### config.mk
export PLATFORM = sky130hd
export DESIGN_NAME = iter_controller_flat
export DESIGN_NICKNAME = d
export VERILOG_FILES = /design/src/rtl/iter_controller_if.sv /design/src/rtl/iter_controller.sv /design/src/flat_wrapper.sv
export SDC_FILE = /design/constraint.sdc
export NUM_CORES = 1
export LEC_CHECK = 0
export CAP_MARGIN = 10
export CORE_AREA = 2 2 39 41
export CTS_BUF_LIST = sky130_fd_sc_hd__clkbuf_16
export DETAILED_ROUTE_END_ITERATION = 7
export DIE_AREA = 0 0 41 43
export PLACE_DENSITY = 0.64
export SLEW_MARGIN = 0
export SYNTH_ARGS = -nofsm -noshare
export SYNTH_HDL_FRONTEND = slang
export SYNTH_SLANG_ARGS = --single-unit
### constraint.sdc
create_clock -name clk -period 1.75 [get_ports clk]
set_clock_uncertainty 0.05 [all_clocks]
set_input_delay 0.2625 -clock clk [delete_from_list [all_inputs] [get_ports clk]]
set_output_delay 0.2625 -clock clk [all_outputs]
set_load 0.05 [all_outputs]
### src/rtl/iter_controller_if.sv
// Handshake and strobe bundle between the iteration controller and its surroundings.
interface iter_controller_if;
  logic start;
  logic carryout;
  logic initcnt;
  logic encnt;
  logic ldx;
  logic initacc;
  logic ldterm;
  logic ldacc;
  logic ready;
  logic done;
  logic err;

  // Top level / counter side: drives start and carryout, observes the strobes.
  modport master (
    output start, carryout,
    input  initcnt, encnt, ldx, initacc, ldterm, ldacc, ready, done, err
  );

  // Controller side.
  modport slave (
    input  start, carryout,
    output initcnt, encnt, ldx, initacc, ldterm, ldacc, ready, done, err
  );
endinterface

### src/rtl/iter_controller.sv
// Moore sequencer for an iterative datapath: one init, then TERM/ACC/CHECK
// rounds until the counter wraps or MAXITER rounds elapse (timeout -> err).
module iter_controller #(
  parameter int unsigned MAXITER = 8
) (
  input  logic              clk,
  input  logic              rst,
  iter_controller_if.slave  bus
);

  localparam int unsigned CNT_W = 4;

  typedef enum logic [2:0] {
    S_IDLE  = 3'd0,
    S_ARMED = 3'd1,
    S_INIT  = 3'd2,
    S_TERM  = 3'd3,
    S_ACC   = 3'd4,
    S_CHECK = 3'd5,
    S_DONE  = 3'd6
  } state_t;

  state_t             state_q;
  state_t             state_d;
  logic [CNT_W-1:0]   iter_q;
  logic               err_q;
  logic               at_limit;

  logic initcnt_c, encnt_c, ldx_c, initacc_c, ldterm_c, ldacc_c, ready_c, done_c;

  assign at_limit = (iter_q == CNT_W'(MAXITER));

  // State register.
  always_ff @(posedge clk or negedge rst) begin
    if (!rst) state_q <= S_IDLE;
    else      state_q <= state_d;
  end

  // Iteration count and timeout flag.
  always_ff @(posedge clk or negedge rst) begin
    if (!rst) begin
      iter_q <= '0;
      err_q  <= 1'b0;
    end else begin
      case (state_q)
        S_INIT: begin
          iter_q <= '0;
          err_q  <= 1'b0;
        end
        S_ACC:   iter_q <= iter_q + CNT_W'(1);
        S_CHECK: if (!bus.carryout && at_limit) err_q <= 1'b1;
        default: ;
      endcase
    end
  end

  // Next-state logic; unused encodings fall back to IDLE.
  always_comb begin
    state_d = S_IDLE;
    case (state_q)
      S_IDLE:  state_d = bus.start ? S_ARMED : S_IDLE;
      S_ARMED: state_d = bus.start ? S_ARMED : S_INIT;
      S_INIT:  state_d = S_TERM;
      S_TERM:  state_d = S_ACC;
      S_ACC:   state_d = S_CHECK;
      S_CHECK: state_d = (bus.carryout || at_limit) ? S_DONE : S_TERM;
      S_DONE:  state_d = S_IDLE;
      default: state_d = S_IDLE;
    endcase
  end

  // Strobe decode from the state register alone.
  always_comb begin
    initcnt_c = 1'b0;
    encnt_c   = 1'b0;
    ldx_c     = 1'b0;
    initacc_c = 1'b0;
    ldterm_c  = 1'b0;
    ldacc_c   = 1'b0;
    ready_c   = 1'b0;
    done_c    = 1'b0;
    case (state_q)
      S_IDLE: ready_c = 1'b1;
      S_INIT: begin
        initcnt_c = 1'b1;
        initacc_c = 1'b1;
        ldx_c     = 1'b1;
      end
      S_TERM: ldterm_c = 1'b1;
      S_ACC: begin
        ldacc_c = 1'b1;
        encnt_c = 1'b1;
      end
      S_DONE:  done_c = 1'b1;
      default: ;
    endcase
  end

  assign bus.initcnt = initcnt_c;
  assign bus.encnt   = encnt_c;
  assign bus.ldx     = ldx_c;
  assign bus.initacc = initacc_c;
  assign bus.ldterm  = ldterm_c;
  assign bus.ldacc   = ldacc_c;
  assign bus.ready   = ready_c;
  assign bus.done    = done_c;
  assign bus.err     = err_q;

endmodule

### src/flat_wrapper.sv
// flat-port wrapper written by rule: the top's interface ports become plain ports
module iter_controller_flat 
#(
  parameter int unsigned MAXITER = 8
)
  (clk, rst, bus_start, bus_carryout, bus_initcnt, bus_encnt, bus_ldx, bus_initacc, bus_ldterm, bus_ldacc, bus_ready, bus_done, bus_err);
  iter_controller_if bus_i ();
  input  logic clk;
  input  logic rst;
  input wire logic [$bits(bus_i.start)-1:0] bus_start;
  input wire logic [$bits(bus_i.carryout)-1:0] bus_carryout;
  output wire logic [$bits(bus_i.initcnt)-1:0] bus_initcnt;
  output wire logic [$bits(bus_i.encnt)-1:0] bus_encnt;
  output wire logic [$bits(bus_i.ldx)-1:0] bus_ldx;
  output wire logic [$bits(bus_i.initacc)-1:0] bus_initacc;
  output wire logic [$bits(bus_i.ldterm)-1:0] bus_ldterm;
  output wire logic [$bits(bus_i.ldacc)-1:0] bus_ldacc;
  output wire logic [$bits(bus_i.ready)-1:0] bus_ready;
  output wire logic [$bits(bus_i.done)-1:0] bus_done;
  output wire logic [$bits(bus_i.err)-1:0] bus_err;
  assign bus_i.start = bus_start;
  assign bus_i.carryout = bus_carryout;
  assign bus_initcnt = bus_i.initcnt;
  assign bus_encnt = bus_i.encnt;
  assign bus_ldx = bus_i.ldx;
  assign bus_initacc = bus_i.initacc;
  assign bus_ldterm = bus_i.ldterm;
  assign bus_ldacc = bus_i.ldacc;
  assign bus_ready = bus_i.ready;
  assign bus_done = bus_i.done;
  assign bus_err = bus_i.err;
  iter_controller #(.MAXITER(MAXITER)) u_core (.clk(clk), .rst(rst), .bus(bus_i));
endmodule
### Yosys cells after proc, flatten, opt, wreduce, memory -nomap -nowiden

Index checks and enable logic that the tools add are counted.

| storage, ports and cells | value |
|---|---|
| flip-flop bits (word level) | 8 |
| bits of input ports | 4 |
| output and inout port bits | 9 |

| operators by class | value |
|---|---|
| $add $sub $neg | 1 |
| equal/unequal tests | 8 |
| multiplexer cells | 12 |
| reduce and logical (&&, ||, !) cells | 7 |

Operators with widths:

| cell | number |
|---|---|
| $pmux W3 S6 | 1 |
| $eq A3 B3 Y1 const B | 3 |
| $pmux W4 S2 | 1 |
| $mux W1 | 7 |
| $eq A3 B2 Y1 const B | 2 |
| $add A4 B1 Y4 const B | 1 |
| $eq A4 B4 Y1 const B | 1 |
| $reduce_bool A2 Y1 | 2 |
| $eq A3 B1 Y1 const B | 1 |
| $logic_not A3 Y1 | 1 |
| $mux W3 | 1 |
| $mux W2 | 1 |
| $ne A2 B1 Y1 const B | 1 |
| $pmux W1 S2 | 1 |
| $reduce_and A2 Y1 | 1 |
| $logic_and A1 B1 Y1 | 1 |
| $logic_not A1 Y1 | 1 |
| $logic_or A1 B1 Y1 | 1 |

### Longest topological paths before layout

| depth | value |
|---|---|
| depth in word-level cells | 4 |
| depth in mapped cells | 5 |

### Least setup slack after synthesis

Ideal clock, no wire load.

| timing path | value |
|---|---|
| path type | flip-flop to output port |
| start point | register u_core.state_q[0] |
| end point | output port bus_done |
| arrival time | 1.680 ns |
| required time | 1.437 ns |
| path slack | -0.242 ns |
| cell stages (with the launch flop) | 3 |
| buffers on the path | 1 |
| cells stage by stage | dfrtp_1 clkbuf_1 nor3_1 |

| between the ends | value |
|---|---|
| word-level cells in the longest chain between the ends | 2 |

Ends and longest elaborated chain:

| element | RTL line | RTL |
|---|---|---|
| from (decl) | iter_controller.sv:23 | `state_t state_q;` |
| from (signal assigned) | iter_controller.sv:36 | `else state_q <= state_d;` |
| $eq A3 B3 Y1 | iter_controller.sv:82 | `case (state_q)` |
| $mux W1 | iter_controller.sv:82 |  |
| to (decl) | flat_wrapper.sv:19 | `output wire logic [$bits(bus_i.done)-1:0] bus_done;` |

Every way passes these cells.

### Final worst setup path

| timing path | value |
|---|---|
| start point | register u_core.state_q[0] |
| end point | output port bus_initcnt |

| between the ends | value |
|---|---|
| word-level cells in the longest chain between the ends | 2 |

Ends and longest elaborated chain:

| element | RTL line | RTL |
|---|---|---|
| $eq A3 B2 Y1 | iter_controller.sv:82 |  |
| $mux W1 | iter_controller.sv:82 |  |
| to (decl) | flat_wrapper.sv:12 | `output wire logic [$bits(bus_i.initcnt)-1:0] bus_initcnt;` |

Every way passes these cells.

==> summary.md <==
| Metric | Value |
|---|---|
| Cell variety after synth | `25` |
| Gate power share | `between 50% and 60%` |
| Most frequent cells in the layout | `buf_12 (8), dfrtp_1 (7), inv_1 (5)` |
| RSZ-0062 raised after global routing | `false` |
| Maximum clock frequency | `0.593 GHz` |
| Clock power share | `about a quarter` |
| Routability congestion estimate | `0.713` |
| Number of diodes | `0` |
| Drt total wl | `around 930 µm` |
| IO Port Bufs | `12` |
| DR WL/cell | `12.3 µm` |
| Met3 Routed Length | `63 µm` |
| Met1 wire length | `between 400 and 500 µm` |
| Vias per inst | `around 5.3` |
| Seq/Total Area, Yosys | `about two fifths` |
| Largest net degree at the start of global routing | `9` |
| EDFF count, synth | `0` |
| Site Rows | `14` |
| Via Count | `roughly 400` |
| Die H | `43 µm` |
| Lkg Pwr | `0.353 nW` |
| Switching Fraction | `~39%` |
| Max Slew Vio Count | `0` |
| Run status | `complete, no violations` |
| Number of global-route vias before repair | `378` |
| Fin nets | `67` |
| Die area | `0.00176 mm²` |
| Pwr dens | `2050 mW/mm²` |
| Post-Syn Area | `477 µm²` |
| TritonCTS clock tree | `built` |
| Switch Pwr | `between 0.5 and 0.6 mW` |
| Num CTS Buffers | `3` |
| Clk_lat worst skew | `roughly 0.23 ns` |
| Commonest non-fill, non-tap cell in the layout | `buf_12` |
| CP Max Fanout | `5` |
| Synth warnings | `0` |
| Final Hold Fails | `0` |
| Top Layer Used | `met4` |
| Crit path kind | `flop to output pin` |
| Final worst slack | `between 0.06 and 0.07 ns` |
| Grt ovf | `0` |
| Top cells by area, synth | `dfrtp_1 (42%), ha_1 (5.2%), buf_4 (4.7%), mux2i_1 (4.2%), inv_1 (3.9%)` |
| Filler instances | `between 100 and 150` |
| CP Data Arrival Time | `between 1 and 1.5 ns` |
| Largest area contributor in the synthesized netlist | `dfrtp_1` |
| Syn_area_per_cell | `slightly above 10 µm²` |
| Max-Slew Margin vs Limit | `between 60% and 70%` |
| Dpl ws | `0.194 ns` |
| Net Count, Synth | `53` |
| Min-delay worst type | `input pin to async pin` |
| GRT Total Usage | `13.2%` |
| Antenna violations before repair | `0` |
| Initial core utilization | `roughly 34%` |
| First-pass GRT wire length | `1.55 mm` |
| Proportion of layout cells with a drive suffix above 1 | `40.7%` |
| Internal Power | `~0.94 mW` |
| First drt pass iteration count | `4` |
| Core ar. | `0.00138 mm²` |
| Worst-Margin Slew | `~0.49 ns` |
| Startpoint Class | `flop` |
| DPL Wire Length | `674 µm` |
| DR DRC count | `0` |
| Flops & latches, synth | `8` |
| Worst setup EP type | `output pin` |
| Clock Root Buffer | `clkbuf_16` |
| Top_reg_cell synth | `dfrtp_1` |
| CTS sink cnt | `8` |
| Routed Antenna Nets | `0` |
| Clk buf depth | `2` |
| Num ports | `13` |
| Met2 wire len | `approximately 420 µm` |
| Setup repair bufs after CTS | `0` |
| Minimum clock period | `1.69 ns` |
| Post-Synthesis Cells | `47` |
| Flop pwr share | `a little over a fifth` |
| Worst-path clk slew | `0.04 ns` |
| Synth-to-Final Area Change | `57.7%` |
| Post-synth ARST share | `between 90% and 100%` |
| Chip width | `approximately 40 µm` |
| Maximum VDD drop | `approximately 1.3 mV` |
| Post-Route Utilization | `a little over half` |
| Htree depth | `1` |
| CP Data Required Time | `around 1.4 ns` |
| Period utilization | `roughly 96%` |
| Synth top area share | `42.0%` |
| # setup viols final | `0` |
| DRT iter0 DRCs | `7` |
| Max Cap Viol | `0` |
-- cells in the mapped netlist (2+ instances only) --
master and number:
buf_4 3, dfrtp_1 8, ha_1 2, inv_1 5, mux2i_1 2, nand2_1 4
nand4_1 2, nor3_1 2, o21ai_0 2, o31ai_1 2
-- logic make-up (layout without fill, tap and decap cells) --
logic type / Yosys count / after routing / synth area share, %
simple gates: 14 / 14 / 19.2
compound gates: 9 / 9 / 13.4
buf+inv: 11 / 23 / 12.9
flops: 8 / 8 / 42.0
mux: 3 / 3 / 7.35
fa+ha+maj: 2 / 2 / 5.25
-- final timing paths --
| path | startpoint | to | slack (ns) | cells after the start |
|---|---|---|---|---|
| max reg2reg | u_core.state_q[0]$_DFF_PN0_ | u_core.iter_q[0]$_DFFE_PN0P_ | 0.27 | 4 |
| max | u_core.state_q[0]$_DFF_PN0_ | bus_initcnt | 0.06 | 3 |
| max in group asynchronous | rst | u_core.state_q[1]$_DFF_PN0_ | 1.08 | 1 |
| min in group clk | u_core.iter_q[3]$_DFFE_PN0P_ | u_core.iter_q[3]$_DFFE_PN0P_ | 0.43 | 1 |
| min reg2reg | u_core.iter_q[3]$_DFFE_PN0P_ | u_core.iter_q[3]$_DFFE_PN0P_ | 0.43 | 1 |
| min | rst | u_core.state_q[2]$_DFF_PN0_ | 0.27 | 1 |
-- worst max-delay path, cell delays in order, from the launching register on --
cell and delay [ns]:
dfrtp_1 0.42, or3b_4 0.44, inv_4 0.13, buf_12 0.15
-- metrics by stage --
stage | total power, mW | area (µm²) | std cells | TNS (ns) | hold WS (ns)
2_1_floorplan | 0.834 | 482 | 47 | -0.408 | -0.0831
4_1_cts | 1.53 | 748 | 75 | 0 | 0.292
3_3_place_gp | 1.13 | 672 | 72 | 0 | 0.418
3_5_place_dp | 1.14 | 672 | 72 | 0 | 0.425
6_report | 1.54 | 752 | 75 | 0 | 0.273
5_1_grt | 1.61 | 752 | 75 | 0 | 0.313
-- registers in the layout (all words and copies together) (netlist names) --
signal / cells
u_core.iter_q: 4
u_core.state_q: 3
u_core.bus.err: 1
-- power by group through the flow --
stage / Combinational (mW) / Clock, mW / Sequential (mW)
2_1_floorplan: 0.531 / 0 / 0.303
3_3_place_gp: 0.806 / 0 / 0.325
3_5_place_dp: 0.814 / 0 / 0.326
4_1_cts: 0.817 / 0.389 / 0.328
5_1_grt: 0.875 / 0.397 / 0.339
6_report: 0.824 / 0.385 / 0.330
-- layer usage --
| layer | track usage (%) | up-vias |
|---|---|---|
| met3 | 5.24 | 4 |
| met2 | 15.9 | 19 |
| met4 | 8.00 | 0 |
| met5 | 0 | - |
| li1 | - | 185 |
| met1 | 18.9 | 190 |
-- layout make-up --
class / count / area, µm² / area share, %
clock buffers: 3 / 75.1 / 9.98
inverters: 6 / 25.0 / 3.33
multi-input cells: 28 / 218 / 29.0
flip-flops and latches: 8 / 201 / 26.8
well taps: 16 / 20.0 / 2.66
repair buffers: 14 / 213 / 28.3
-- repair_timing --
action                                 4_1_cts  5_1_grt
hold buffers                                 0        0
setup endpoints to repair                    3        3
gates resized for setup                      1        2
endpoints found under the hold margin        0        0
No activity file was read; power rests on OpenSTA's default activity.
